$ cat src/rtl/i2c_domain_result_buf_if.sv
// Read-side bundle of the per-domain result buffer.
//   d1_data/d1_valid/d1_ready : D1 head and handshake
//   d2_data/d2_valid/d2_ready : D2 head and handshake
// master = buffer side (drives data/valid), slave = consumer side (drives ready).
interface i2c_domain_result_buf_if;
  logic [7:0] d1_data;
  logic       d1_valid;
  logic       d1_ready;
  logic [7:0] d2_data;
  logic       d2_valid;
  logic       d2_ready;

  modport master (
    output d1_data, d1_valid, d2_data, d2_valid,
    input  d1_ready, d2_ready
  );

  modport slave (
    input  d1_data, d1_valid, d2_data, d2_valid,
    output d1_ready, d2_ready
  );
endinterface

$ cat src/rtl/i2c_domain_result_buf.sv
// Per-domain result buffer. Every rd_data/valid result is tagged with the
// domain of the previous cycle (dom_q) and queued in that domain's FIFO.
// Each FIFO drains through its own read port, only while its slot is active.
// Ports:
//   clk, rst_n        : clock, asynchronous active-low reset
//   domain_i2c        : current slot domain (0 = D1, 1 = D2)
//   rd_data, valid    : result byte and its one-cycle strobe
//   done              : end-of-sweep strobe, counted in sweep_cnt
//   rd_if (master)    : D1/D2 head data, valid and ready
//   d1_count/d2_count : FIFO occupancy
//   d1_ovf/d2_ovf     : sticky overflow flags, cleared by clr_ovf
//   sweep_cnt         : completed sweeps, wrapping
module i2c_domain_result_buf #(
  parameter int DEPTH = 4,
  parameter int PTR_W = 2
) (
  input  logic                   clk,
  input  logic                   rst_n,
  input  logic                   domain_i2c,
  input  logic [7:0]             rd_data,
  input  logic                   valid,
  input  logic                   done,
  i2c_domain_result_buf_if.master rd_if,
  output logic [PTR_W:0]         d1_count,
  output logic [PTR_W:0]         d2_count,
  output logic                   d1_ovf,
  output logic                   d2_ovf,
  input  logic                   clr_ovf,
  output logic [7:0]             sweep_cnt
);

  localparam logic [PTR_W:0]   FULL_CNT = DEPTH[PTR_W:0];
  localparam logic [PTR_W:0]   CNT_ONE  = 1;
  localparam logic [PTR_W-1:0] PTR_ONE  = 1;

  logic                   dom_q;
  logic [7:0]             mem_q [2][DEPTH];
  logic [PTR_W-1:0]       wp_q [2];
  logic [PTR_W-1:0]       wp_d [2];
  logic [PTR_W-1:0]       rp_q [2];
  logic [PTR_W-1:0]       rp_d [2];
  logic [PTR_W:0]         cnt_q [2];
  logic [PTR_W:0]         cnt_d [2];
  logic [1:0]             ovf_q, ovf_d;
  logic [7:0]             sweep_q, sweep_d;

  logic [1:0]             slot, ready, nonempty, pop, push, full, acc, ovf_ev;
  logic [7:0]             head [2];

  always_comb begin
    slot  = {domain_i2c, ~domain_i2c};
    ready = {rd_if.d2_ready, rd_if.d1_ready};
    push  = {valid & dom_q, valid & ~dom_q};
    sweep_d = done ? sweep_q + 8'd1 : sweep_q;
    for (int unsigned k = 0; k < 2; k++) begin
      nonempty[k] = (cnt_q[k] != '0);
      full[k]     = (cnt_q[k] == FULL_CNT);
      pop[k]      = nonempty[k] & slot[k] & ready[k];
      // A full FIFO still accepts a push when it pops in the same cycle.
      acc[k]      = push[k] & (~full[k] | pop[k]);
      ovf_ev[k]   = push[k] & full[k] & ~pop[k];
      wp_d[k]     = acc[k] ? wp_q[k] + PTR_ONE : wp_q[k];
      rp_d[k]     = pop[k] ? rp_q[k] + PTR_ONE : rp_q[k];
      cnt_d[k]    = cnt_q[k];
      case ({acc[k], pop[k]})
        2'b10:   cnt_d[k] = cnt_q[k] + CNT_ONE;
        2'b01:   cnt_d[k] = cnt_q[k] - CNT_ONE;
        default: cnt_d[k] = cnt_q[k];
      endcase
      // Set wins over a same-cycle clear.
      ovf_d[k]    = ovf_ev[k] | (ovf_q[k] & ~clr_ovf);
      head[k]     = nonempty[k] ? mem_q[k][rp_q[k]] : '0;
    end
  end

  always_ff @(posedge clk or negedge rst_n) begin
    if (!rst_n) begin
      dom_q   <= 1'b0;
      ovf_q   <= '0;
      sweep_q <= '0;
      for (int unsigned k = 0; k < 2; k++) begin
        wp_q[k]  <= '0;
        rp_q[k]  <= '0;
        cnt_q[k] <= '0;
      end
    end else begin
      dom_q   <= domain_i2c;
      ovf_q   <= ovf_d;
      sweep_q <= sweep_d;
      for (int unsigned k = 0; k < 2; k++) begin
        wp_q[k]  <= wp_d[k];
        rp_q[k]  <= rp_d[k];
        cnt_q[k] <= cnt_d[k];
      end
    end
  end

  // Storage is not reset; the head mux masks it while the FIFO is empty.
  always_ff @(posedge clk) begin
    if (|acc) mem_q[dom_q][wp_q[dom_q]] <= rd_data;
  end

  assign rd_if.d1_data  = head[0];
  assign rd_if.d2_data  = head[1];
  assign rd_if.d1_valid = nonempty[0] & slot[0];
  assign rd_if.d2_valid = nonempty[1] & slot[1];
  assign d1_count       = cnt_q[0];
  assign d2_count       = cnt_q[1];
  assign d1_ovf         = ovf_q[0];
  assign d2_ovf         = ovf_q[1];
  assign sweep_cnt      = sweep_q;

endmodule

$ cat src/flat_wrapper.sv
// flat-port wrapper written by rule: the top's interface ports become plain ports
module i2c_domain_result_buf_flat 
#(
  parameter int DEPTH = 4,
  parameter int PTR_W = 2
)
  (clk, rst_n, domain_i2c, rd_data, valid, done, d1_count, d2_count, d1_ovf, d2_ovf, clr_ovf, sweep_cnt, rd_if_d1_data, rd_if_d1_valid, rd_if_d2_data, rd_if_d2_valid, rd_if_d1_ready, rd_if_d2_ready);
  i2c_domain_result_buf_if rd_if_i ();
  input  logic clk;
  input  logic rst_n;
  input  logic domain_i2c;
  input  logic [7:0] rd_data;
  input  logic valid;
  input  logic done;
  output logic [PTR_W:0] d1_count;
  output logic [PTR_W:0] d2_count;
  output logic d1_ovf;
  output logic d2_ovf;
  input  logic clr_ovf;
  output logic [7:0] sweep_cnt;
  output wire logic [$bits(rd_if_i.d1_data)-1:0] rd_if_d1_data;
  output wire logic [$bits(rd_if_i.d1_valid)-1:0] rd_if_d1_valid;
  output wire logic [$bits(rd_if_i.d2_data)-1:0] rd_if_d2_data;
  output wire logic [$bits(rd_if_i.d2_valid)-1:0] rd_if_d2_valid;
  input wire logic [$bits(rd_if_i.d1_ready)-1:0] rd_if_d1_ready;
  input wire logic [$bits(rd_if_i.d2_ready)-1:0] rd_if_d2_ready;
  assign rd_if_d1_data = rd_if_i.d1_data;
  assign rd_if_d1_valid = rd_if_i.d1_valid;
  assign rd_if_d2_data = rd_if_i.d2_data;
  assign rd_if_d2_valid = rd_if_i.d2_valid;
  assign rd_if_i.d1_ready = rd_if_d1_ready;
  assign rd_if_i.d2_ready = rd_if_d2_ready;
  i2c_domain_result_buf #(.DEPTH(DEPTH), .PTR_W(PTR_W)) u_core (.clk(clk), .rst_n(rst_n), .domain_i2c(domain_i2c), .rd_data(rd_data), .valid(valid), .done(done), .rd_if(rd_if_i), .d1_count(d1_count), .d2_count(d2_count), .d1_ovf(d1_ovf), .d2_ovf(d2_ovf), .clr_ovf(clr_ovf), .sweep_cnt(sweep_cnt));
endmodule
$ cat config.mk
export PLATFORM = sky130hd
export DESIGN_NAME = i2c_domain_result_buf_flat
export DESIGN_NICKNAME = d
export VERILOG_FILES = /design/src/rtl/i2c_domain_result_buf_if.sv /design/src/rtl/i2c_domain_result_buf.sv /design/src/flat_wrapper.sv
export SDC_FILE = /design/constraint.sdc
export NUM_CORES = 1
export LEC_CHECK = 0
export BUFFER_PORTS_ARGS = -buffer_cell sky130_fd_sc_hd__buf_2
export CAP_MARGIN = 40
export CELL_PAD_IN_SITES_DETAIL_PLACEMENT = 1
export CELL_PAD_IN_SITES_GLOBAL_PLACEMENT = 1
export CORE_ASPECT_RATIO = 0.5
export CORE_MARGIN = 2
export CORE_UTILIZATION = 52
export DETAILED_ROUTE_END_ITERATION = 12
export HOLD_SLACK_MARGIN = 0.08
export PLACE_DENSITY = 0.95
export SETUP_SLACK_MARGIN = 0.15
export SLEW_MARGIN = 20
export SYNTH_ARGS = -nofsm -noshare
export SYNTH_HDL_FRONTEND = slang
export SYNTH_SLANG_ARGS = --single-unit
$ cat constraint.sdc
create_clock -name clk -period 3.08 [get_ports clk]
set_input_delay 0.154 -clock clk [delete_from_list [all_inputs] [get_ports clk]]
set_output_delay 0.154 -clock clk [all_outputs]
set_load 0.005 [all_outputs]
After elaboration in Yosys (flattened, before gate mapping). Memories as Yosys holds them, arrays and structs flattened. Cells that the tools add are included.

Flip-flop bits (word level): 25. RAM bits: 64. Output and inout bits: 34. Memories: 1.

Memories: u_core.mem_q (depth 2, bits a word 32, read ports 2, clocked after Yosys merged registers in 0, write ports 1, line i2c_domain_result_buf.sv:37) `logic [7:0] mem_q [2][DEPTH];`.

Add/sub/neg operators: 9. Magnitude comparators: 5. Equal/unequal tests: 6. Mux-type cells: 17. Bitwise logic cells: 29. Reductions and logical operators: 6.

Operators with widths (number): 8-bit two-way mux (7); 8-bit binary-select mux with 2-bit select (2); 32-bit two-way mux (1); 8-bit demux with 2-bit select (1); 1-bit AND (14); 3-bit case mux with 2 select lines (2); 3-bit >= comparator (second input constant) (3); 2-bit inverter with 3-bit output (3); 2-bit by 1-bit adder with 2-bit output (second input constant) (4); 8-bit by 1-bit adder with 8-bit output (second input constant) (1); 1-bit inverter (7); 3-bit by 1-bit adder with 3-bit output (second input constant) (2); 3-bit equality test (second input constant) (2); 2-bit two-way mux (3); 3-bit nonzero test (2); 3-bit by 1-bit subtractor with 3-bit output (second input constant) (2); 2-bit by 1-bit equality test with 1-bit output (second input constant) (2); 2-bit equality test (second input constant) (2); 1-bit OR (4); 2-bit nonzero test (2); 3-bit by 1-bit < comparator with 1-bit output (second input constant) (1); 2-bit >= comparator (second input constant) (1); 1-bit inverter with 2-bit output (1); 2-bit OR reduction (1); other kinds (2) (2).

Logic depth before layout (Yosys ltp).
Depth after elaboration: 10. Depth in mapped cells: 9.

Worst setup path before layout. OpenSTA, ideal clock, no wires.

Path kind: reg2reg. From: reg u_core.dom_q. To: mem u_core.mem_q[0][24] (netlist bit) (enable). Data arrival time: 1.524 ns. Required time: 2.695 ns. Setup slack: 1.170 ns. Stages on the path, launching flop included: 4. Period minus slack after synthesis: 1.910 ns. Cells stage by stage: dfrtp_1 -> nand2b_2 -> a31oi_4 -> nor3b_1.

Word-level cells in the longest chain between the ends: 10.

RTL lines: start, declared (line i2c_domain_result_buf.sv:36) `logic dom_q;`; start signal, assigned (line i2c_domain_result_buf.sv:87) `dom_q <= domain_i2c;`; 1-bit inverter with 2-bit output (implied by the code) (line i2c_domain_result_buf.sv:100) `if (|acc) mem_q[dom_q][wp_q[dom_q]] <= rd_data;`; 2-bit two-way mux (implied by the code) (3 in a row) (line i2c_domain_result_buf.sv:100); 2-bit inverter with 3-bit output (implied by the code) (line i2c_domain_result_buf.sv:100); 3-bit >= comparator (implied by the code) or 3-bit by 1-bit < comparator with 1-bit output (tied branches) (line i2c_domain_result_buf.sv:100); 1-bit logical AND (implied by the code) (line i2c_domain_result_buf.sv:100); 8-bit two-way mux (implied by the code) (line i2c_domain_result_buf.sv:100); 8-bit demux with 2-bit select (line i2c_domain_result_buf.sv:100); 32-bit two-way mux (implied by the code) (line i2c_domain_result_buf.sv:100); end, declared (line i2c_domain_result_buf.sv:37).

Several ways; a longest one is shown, not always the timed one. The select of a mux whose other input is x is not followed.

Worst setup path in the final report.
From: reg u_core.cnt_q (netlist bit u_core.d1_count[1]). To: reg u_core.cnt_q (netlist bit u_core.d1_count[1]).

Word-level cells in the longest chain between the ends: 7.

RTL lines: start, declared (line i2c_domain_result_buf.sv:42) `logic [PTR_W:0] cnt_q [2];`; start signal, assigned by index (line i2c_domain_result_buf.sv:93) `cnt_q[k] <= cnt_d[k];`; 3-bit nonzero test (line i2c_domain_result_buf.sv:56) `nonempty[k] = (cnt_q[k] != '0);`; 1-bit AND (2 in a row) (line i2c_domain_result_buf.sv:58) `pop[k] = nonempty[k] & slot[k] & ready[k];`; 1-bit OR (line i2c_domain_result_buf.sv:60) `acc[k] = push[k] & (~full[k] | pop[k]);`; 1-bit AND (line i2c_domain_result_buf.sv:60); 2-bit by 1-bit equality test with 1-bit output or 2-bit equality test (tied branches) (line i2c_domain_result_buf.sv:65) `case ({acc[k], pop[k]})`; 3-bit case mux with 2 select lines or 2-bit nonzero test (tied branches).

Several ways; a longest one is shown, not always the timed one. A chain may end at the register's enable or synchronous reset.

==> summary.md <==
| Metric | Value |
|---|---|
| Flip-flop and latch area | 2550 µm² |
| Number of synthesized flops with an enable pin | 64 |
| Mean cell area of the mapped netlist | 17.1 µm² |
| CP required | 3.34 ns |
| Global routing usage summed across all routing layers | 26.2% |
| Total area of multi-input combinational cells | 1100 µm² |
| Number of inserted filler cells in the final layout | 638 |
| Worst slew pin tran | 0.853 ns |
| Worst ir drop on vdd | 0.437 mV |
| Via/cell ratio | 5.80 |
| Source-to-sink clock delay at the later pin of the worst-skew pair | 0.34 ns |
| Final worst path period share | 80.8% |
| Residual DRC | 0 |
| Synth warnings | 0 |
| Run status | finished clean |
| Number of buffers created by CTS | 9 |
| Number of cells upsized or downsized after cts | 0 |
| Worst Path Max Fanout | 10 |
| I/O pin cnt | 50 |
| Overall power | 4220 µW |
| Unique masters post-synth | 41 |
| Register bit total from synthesis | 89 |
| Clock Sinks | 89 |
| Cells taking the most area after synthesis | sky130_fd_sc_hd__edfxtp_1, sky130_fd_sc_hd__dfrtp_1, sky130_fd_sc_hd__mux4_2 |
| Average wire per cell in the routed design | 24.6 µm |
| Critical path arrival | 2.75 ns |
| H-tree depth reported by CTS | 3 |
| Cell taking the most area after synthesis | sky130_fd_sc_hd__edfxtp_1 |
| Final hold viol count | 0 |
| Async set-or-reset flop fraction in the synthesized netlist | 28.1% |
| Number of routed nets with antenna violations | 0 |
| Class of the tightest hold or removal check | in -> reg |
| Die footprint | 7880 µm² |
| Final Slew Violations | 0 |
| Final critical path time including I/O delays and setup | 2.49 ns |
| Number of antenna violations at the first check in global routing | 0 |
| Count of vias placed by the detailed router | 2,200 |
| Rel. slew slack | 42.9% |
| Total Wirelength | 9330 µm |
| Antenna diode count | 0 |
| Maximum clock skew at final layout | 0.00567 ns |
| Yosys top cell area share | 51.7% |
| Number of I/O port buffers | 49 |
| Vias in the first global route | 2,393 |
| Clock tree from TritonCTS | built |
| P&R area growth vs syn | 18.6% |
| Number of rows created at floorplan | 21 |
| Core outline area | 6810 µm² |
| Final nets | 302 |
| Die Height | 63.8 µm |
| Global placer's final weighted congestion | 0.830 |
| Mapped Nets | 237 |
| Clock input transition at the sequential cells of the worst setup and hold paths | 0.07 ns |
| Share of post-route cells with drive strength above 1 | 35.2% |
| Half-perimeter wire length after placement | 5720 µm |
| Unrepaired setup endpoints after global routing | no |
| Number of hold-repair buffers added at the cts stage | 4 |
| Library cell used as clock root buffer | sky130_fd_sc_hd__clkbuf_16 |
| Sum Neg Setup Slack | 0 ns |
| Remaining global-route overflow | 0 |
| Netlist Area Pre-Place | 3720 µm² |
| Buffers from clock root to sink, at most | 2 |
| Gate count after technology mapping | 217 |
| Maxcap violations | 0 |
| DRC marker count from the first detailed-route iteration | 194 |
| Highest clock frequency the design can meet | 402 MHz |
| Setup-violating endpoint count in the final report | 0 |
| Iteration count of the initial detailed-routing pass | 4 |
| Class of the most critical setup path | reg -> reg |
| Sequential share of the synthesized area | 68.6% |
| Leading register cell type out of synthesis | sky130_fd_sc_hd__edfxtp_1 |
| First-pass GRT wire length | 14,300 µm |
| Critical Path End Type | flip-flop |
| Ratio of total power to cell area | 956 nW/µm² |
| Launching element type of the critical path | flip-flop |
| Leak pwr | 0.00170 µW |
| Starting utilization of the core area | 54.6% |
| Post-CTS Setup Bufs | 0 |
| Pin count of the biggest net entering global routing | 26 |
| Chip Width | 124 µm |
[routing by layer]
metal,up-vias,share of wire [%],track usage (%)
met3,18,6.2,8.66
met4,0,2.1,8.66
met2,103,50,43.0
met1,1136,41,33.3
li1,943,-,-
met5,-,0,0
[kinds of logic (layout without fill, tap and decap cells)]
group / after synthesis / count (layout) / share of synthesized area, %
AO/OA/AOI/OAI: 14 / 14 / 2.79
XOR/XNOR: 20 / 20 / 4.92
adder cells (fa/ha/maj): 4 / 4 / 1.75
buffers and inverters: 13 / 83 / 1.78
flip-flops: 89 / 89 / 68.6
multiplexers: 18 / 18 / 10.3
AND/OR/NAND/NOR: 59 / 59 / 9.93
[power by group]
part / internal [µW] / switching [µW]
registers: 1530 / 353
clock network: 564 / 494
logic: 669 / 608
total: 2760 / 1460
[sequential cells by signal, indices dropped and copies added, names as in the netlist]
signal,cells
u_core.d1_count,3
u_core.d2_count,3
u_core.dom_q,1
u_core.mem_q,64
u_core.ovf_q,2
u_core.rp_q,4
u_core.sweep_cnt,8
u_core.wp_q,4
[cells in the mapped netlist, types with 3 or more instances]
library cell and instances:
sky130_fd_sc_hd__nor2b_1 9, sky130_fd_sc_hd__xor2_1 8, sky130_fd_sc_hd__nand4_1 6, sky130_fd_sc_hd__xnor2_1 11, sky130_fd_sc_hd__nand3_1 3, sky130_fd_sc_hd__dfrtp_1 25, sky130_fd_sc_hd__nand2_1 8, sky130_fd_sc_hd__and2b_1 8
sky130_fd_sc_hd__nor2_1 9, sky130_fd_sc_hd__edfxtp_1 64, sky130_fd_sc_hd__o22ai_1 3, sky130_fd_sc_hd__mux4_2 16, sky130_fd_sc_hd__inv_1 7
[cells in the final DEF (no fill, tap or decap), types with 2 or more instances in the layout]
cell type and count:
sky130_fd_sc_hd__xor2_1 8, sky130_fd_sc_hd__dlygate4sd3_1 4, sky130_fd_sc_hd__buf_2 49, sky130_fd_sc_hd__o211ai_1 2, sky130_fd_sc_hd__edfxtp_1 64, sky130_fd_sc_hd__nor2_2 2
sky130_fd_sc_hd__nor2b_1 9, sky130_fd_sc_hd__and2b_1 8, sky130_fd_sc_hd__mux4_2 16, sky130_fd_sc_hd__o22ai_1 3, sky130_fd_sc_hd__ha_1 2, sky130_fd_sc_hd__and2b_4 2
sky130_fd_sc_hd__xnor2_1 11, sky130_fd_sc_hd__a21oi_1 2, sky130_fd_sc_hd__nand2_1 8, sky130_fd_sc_hd__inv_6 2, sky130_fd_sc_hd__and3_1 2, sky130_fd_sc_hd__inv_1 7
sky130_fd_sc_hd__nor2_1 9, sky130_fd_sc_hd__fa_1 2, sky130_fd_sc_hd__o21ai_0 2, sky130_fd_sc_hd__nand4_1 6, sky130_fd_sc_hd__nand3_1 3, sky130_fd_sc_hd__buf_4 5
sky130_fd_sc_hd__dfrtp_1 25, sky130_fd_sc_hd__inv_2 2, sky130_fd_sc_hd__clkbuf_16 9, sky130_fd_sc_hd__nor3_1 2, sky130_fd_sc_hd__inv_8 2
[path summary, 6_finish.rpt]
| kind | slack [ns] | cells past startpoint | to | startpoint |
|---|---|---|---|---|
| worst min-delay path | 0.09 | 1 | u_core.mem_q[1][11]$_DFFE_PP_ | rd_data[3] |
| worst min register to register | 0.48 | 1 | u_core.sweep_cnt[7]$_DFFE_PN0P_ | u_core.sweep_cnt[7]$_DFFE_PN0P_ |
| worst max-delay path | 0.59 | 7 | u_core.d1_count[1]$_DFFE_PN0P_ | u_core.d1_count[1]$_DFFE_PN0P_ |
| min in group asynchronous | 0.35 | 2 | u_core.d1_count[0]$_DFFE_PN0P_ | rst_n |
| worst max register to register | 0.59 | 7 | u_core.d1_count[1]$_DFFE_PN0P_ | u_core.d1_count[1]$_DFFE_PN0P_ |
| max in group asynchronous | 2.34 | 2 | u_core.rp_q[2]$_DFFE_PN0P_ | rst_n |
[stage by stage]
stage                     utilization, %  hold slack, ns  cell area [µm²]  setup slack, ns  std cells
after floorplan                        -          -0.142             3720             1.17        217
after global placement              59.8           0.177             4070            0.975        357
after detailed placement            59.8           0.186             4070            0.682        357
after CTS                           64.6          0.0811             4390            0.595        377
after global routing                64.8          0.0996             4410            0.461        379
final                               64.8          0.0859             4410            0.590        379
[critical path, cell delays in order (launching register included)]
cell,delay (ns)
sky130_fd_sc_hd__dfrtp_1,0.47
sky130_fd_sc_hd__nor3_2,0.65
sky130_fd_sc_hd__nor2_2,0.14
sky130_fd_sc_hd__nand2_1,0.14
sky130_fd_sc_hd__fa_1,0.46
sky130_fd_sc_hd__a21oi_1,0.18
sky130_fd_sc_hd__o211ai_1,0.13
sky130_fd_sc_hd__a22oi_1,0.22
[cell type report]
type	count	share of cell area, %
Clock inverter	7	1.39
Timing Repair Buffer	58	7.32
Inverter	9	0.766
Tap cell	92	2.61
Sequential cell	89	57.8
Clock buffer	9	5.11
Multi-Input combinational cell	115	25.0
Note: power is estimated with default switching activity, not from simulation.
